**src/rtl/uart_rx_frontend.sv**
```systemverilog
// uart_rx_frontend: 8N1 UART receiver front end, 16x oversampled; define RX_MAJORITY_VOTE_EN for 2-of-3 mid-bit voting
module uart_rx_frontend #(
  parameter int SYNC_STAGES = 2
) (
  input  logic       clk,
  input  logic       reset,
  input  logic       rx_bit,
  input  logic [7:0] freq_divider,
  output logic [7:0] rx_data,
  output logic       rx_valid,
  output logic       frame_err,
  output logic       busy
);
  typedef enum logic [2:0] {IDLE, START, DATA, STOP, WAIT_HIGH} state_t;
  state_t state, state_n;
  logic [SYNC_STAGES-1:0] sync;
  logic [7:0] cnt, sh, sh_n, data_n;
  logic [3:0] phase, phase_n, phase_p1;
  logic [2:0] bidx, bidx_n;
  logic rxs, tick, samp, bit_s, valid_n, ferr_n;
  assign rxs = sync[SYNC_STAGES-1];
  // compare with >= so a lowered divider ticks at once instead of wrapping
  assign tick = cnt >= freq_divider;
  assign phase_p1 = phase + 4'd1;
  assign busy = state != IDLE;
`ifdef RX_MAJORITY_VOTE_EN
  logic s6, s7;
  assign samp = tick && phase_p1 == 4'd8;
  assign bit_s = (s6 & s7) | (s6 & rxs) | (s7 & rxs);
  always_ff @(posedge clk)
    if (reset) begin
      s6 <= 1'b1;
      s7 <= 1'b1;
    end else if (tick) begin
      if (phase_p1 == 4'd6) s6 <= rxs;
      if (phase_p1 == 4'd7) s7 <= rxs;
    end
`else
  assign samp = tick && phase_p1 == 4'd7;
  assign bit_s = rxs;
`endif
  // phase counts ticks since start detect; the sample tick is the one advancing it to the mid-cell value
  always_comb begin
    state_n = state;
    phase_n = tick ? phase_p1 : phase;
    bidx_n = bidx;
    sh_n = sh;
    data_n = rx_data;
    valid_n = 1'b0;
    ferr_n = 1'b0;
    case (state)
      IDLE: if (tick && !rxs) begin
        state_n = START;
        phase_n = '0;
      end
      START: if (samp) begin
        state_n = bit_s ? IDLE : DATA;
        bidx_n = '0;
      end
      DATA: if (samp) begin
        sh_n[bidx] = bit_s;
        bidx_n = bidx + 3'd1;
        if (bidx == 3'd7) state_n = STOP;
      end
      STOP: if (samp) begin
        state_n = bit_s ? IDLE : WAIT_HIGH;
        data_n = bit_s ? sh : rx_data;
        valid_n = bit_s;
        ferr_n = !bit_s;
      end
      WAIT_HIGH: if (tick && rxs) state_n = IDLE;
      default: state_n = IDLE;
    endcase
  end
  always_ff @(posedge clk)
    if (reset) begin
      sync <= '1;
      cnt <= '0;
      state <= IDLE;
      phase <= '0;
      bidx <= '0;
      sh <= '0;
      rx_data <= '0;
      rx_valid <= 1'b0;
      frame_err <= 1'b0;
    end else begin
      sync <= {sync[SYNC_STAGES-2:0], rx_bit};
      cnt <= tick ? 8'd0 : cnt + 8'd1;
      state <= state_n;
      phase <= phase_n;
      bidx <= bidx_n;
      sh <= sh_n;
      rx_data <= data_n;
      rx_valid <= valid_n;
      frame_err <= ferr_n;
    end
endmodule

```
**config.mk**
```make
export PLATFORM = sky130hd
export DESIGN_NAME = uart_rx_frontend
export DESIGN_NICKNAME = d
export VERILOG_FILES = /design/src/rtl/uart_rx_frontend.sv
export SDC_FILE = /design/constraint.sdc
export NUM_CORES = 1
export LEC_CHECK = 0
export CORE_UTILIZATION = 50
export CTS_BUF_LIST = sky130_fd_sc_hd__clkbuf_4 sky130_fd_sc_hd__clkbuf_8 sky130_fd_sc_hd__clkbuf_16
export DETAILED_ROUTE_END_ITERATION = 10
export PLACE_DENSITY = 0.78
export SKIP_LAST_GASP = 1
export SLEW_MARGIN = 20
export SYNTH_ARGS = -nofsm -noshare
export SYNTH_HDL_FRONTEND = slang
export SYNTH_SLANG_ARGS = --single-unit
```
**constraint.sdc**
```tcl
create_clock -name clk -period 2.1 [get_ports clk]
set_clock_uncertainty 0.1 [all_clocks]
set_input_delay 0.315 -clock clk [delete_from_list [all_inputs] [get_ports clk]]
set_output_delay 0.315 -clock clk [all_outputs]
set_load 0.1 [all_outputs]
```
==> run metrics <==
maxcap violations 0; # port buffers 21; commonest non-fill, non-tap cell in the layout dfxtp_1; Final nets 290; critical path fanouts, max 8; Slew headroom 57.2%; placed cell count roughly 300; Initial DRT Pass Iterations 4; Post-synth EDFFs 0; # rows 22; initial antenna violation count 0; sequential-to-total area share from yosys stat a little under two fifths; flops & latches, synth 38; CP Capture Type register; initial cell density of the core 54.0%; cell area after synthesis ~2000 um2; DR WL/cell 15.7 um; Routed WL 4940 um; crit share post-route 101%; worst hold-check path type reg -> reg; TritonCTS clock tree yes; post-route ant nets 0; Die ar. ~4300 um2; clock latency on the worst-skew pair ~0.29 ns; Total GRT Usage a little under a quarter; I/O pin total 22; Core Footprint around 3800 um2; Worst Path Required approximately 2.2 ns; kind of critical path reg -> reg; DR vias 1866; Multi-input gate area roughly 1400 um2; Cells after Synth 230; FMAX roughly 470 MHz; Post-DP HPWL roughly 3000 um; CTS root buf clkbuf_8; cell leakage power about 1.1 nW; Finished Core Util between 70% and 80%; Slew Limit Fails 0; count of cell types in the netlist 47; status finished with violations; final hold vios 0; Synth Net Count ~250; power per cell area between 500 and 600 nW/um2; pin count of the biggest net entering global routing 26; Synth async-reset ratio 0%; Cell Count, Final, Fillers Out between 300 and 400; YS warnings 0; final setup fails 2; clk slew on worst S/H paths 0.08 ns; Peak VDD IR roughly 0.00046 V; antenna diode count 0; DR iter-0 viols 110; Worst EP arrival 2.25 ns; Post-Syn Area per Cell about 8.9 um2; DRC Markers 0; clock buffer depth 2; layout cells sized above 1 around a third; clk sink count 38; post-DR vias/cell slightly below 6; unrepaired setup endpoints after global routing true; # fillers 252; Remaining Overflow, GRT 0; Area Growth Syn to Fin 37.1%; CTS Hold Bufs 0; GPL Wtd Cong 0.805; CTS Buf Count 5; number of global-route vias before repair approximately 1700; die height 65.8 um; first-pass GRT wire length ~8000 um; Register Area between 700 and 800 um2; Tmin final around 2.1 ns; htree depth 2; Post-synth top flop dfxtp_1; highest-count cells in the layout ignoring fill and taps dfxtp_1 (35), buf_4 (31), nand4_1 (18); Slew @ Worst Pin around 0.64 ns; CP Launch Type register; Horiz. Die Dim between 60 and 70 um; min setup slack post-route -0.0288 ns; failing checks negative setup slack
==> cell usage after synthesis, drive strengths merged (2+ instances only) <==
cell,instances,share of area [%]
dfxtp,38,37
clkbuf,9,1.7
or4,2,0.74
o211ai,2,0.74
nor2,15,2.8
nand4,18,5.5
xor2,6,2.6
or2,2,0.61
inv,13,2.4
ha,13,8.0
or3,5,1.5
nand2b,13,4.0
o21ai,3,0.74
nand2,8,1.5
o31ai,10,3.9
nor3,3,0.74
nor2b,5,1.5
mux2i,9,4.4
a21oi,17,4.5
nand3,9,2.2
buf,8,2.6
and3,2,0.61
a32o,2,0.98
==> final cells by class <==
cell class | count | share of cell area, %
clock inverters | 2 | 2.15
multi-input cells | 162 | 49.2
inverters | 13 | 1.75
repair buffers | 46 | 14.3
flip-flops and latches | 38 | 27.5
clock buffers | 6 | 2.96
well taps | 48 | 2.15
==> worst max-delay path, cell delays in order (launching register included) <==
cell,delay [ns]
dfxtp_4,0.35
ha_4,0.15
or4_4,0.53
a21oi_4,0.16
o31a_1,0.22
buf_6,0.15
buf_12,0.14
o31ai_4,0.07
a21oi_1,0.18
==> path summary, 6_finish.rpt <==
path | from | to | slack, ns | cells after the start
max | cnt[4] | rx_data[1] | -0.03 | 8
min reg2reg | sync[0] | sync[1] | 0.32 | 1
max reg2reg | cnt[4] | rx_data[1] | -0.03 | 8
min | sync[0] | sync[1] | 0.32 | 1
==> sequential cells by signal, summed over array words and instances, names as in the netlist, 2 cells and up <==
name and cells:
bidx 3, cnt 8, phase 4, rx_data 8, sh 8, state 3
sync 2
==> per-layer routing <==
| layer | wire length (um) | vias up | track usage, % |
|---|---|---|---|
| li1 | - | 907 | - |
| met1 | 2330 | 916 | 32.1 |
| met2 | 2390 | 37 | 36.0 |
| met3 | 166 | 6 | 5.00 |
| met4 | 54 | 0 | 10.1 |
| met5 | 0 | - | 0 |
==> cell families (layout without fill, tap and decap cells) <==
group	count (synthesis)	count (layout)	synth area share (%)
adder cells (fa/ha/maj)	13	13	7.99
flip-flops	38	38	37.3
AND/OR/NAND/NOR	87	87	23.9
XOR/XNOR	7	7	3.01
AO/OA/AOI/OAI	46	46	16.7
multiplexers	9	9	4.42
buffers and inverters	30	67	6.63
==> metrics by stage <==
| step | total power [mW] | setup TNS [ns] | cell area [um2] | hold WS (ns) | setup WS [ns] |
|---|---|---|---|---|---|
| 4_1_cts | 1.64 | 0 | 2680 | 0.322 | 0.00317 |
| 3_5_place_dp | 0.853 | -14.86 | 2330 | 0.304 | -0.494 |
| 2_1_floorplan | 0.810 | 0 | 2040 | 0.289 | 0.0686 |
| 5_1_grt | 1.69 | -0.630 | 2790 | 0.336 | -0.0877 |
| 6_report | 1.65 | -0.0299 | 2790 | 0.318 | -0.0288 |
| 3_3_place_gp | 0.850 | -13.63 | 2330 | 0.291 | -0.444 |
==> where the power goes <==
part / total (mW) / switching, mW / leakage [nW] / internal [mW]
logic: 0.139 / 0.0687 / 0.752 / 0.0708
clock network: 0.779 / 0.272 / 0.0714 / 0.507
registers: 0.734 / 0.00753 / 0.309 / 0.727
==> repair_timing <==
item	CTS	global route
resized for setup	42	24
setup buffers	3	4
setup endpoints to repair	35	28
pin swaps	21	14
hold endpoints to repair	0	0
gates cloned	1	0
Power figures use the tool's default switching activity.
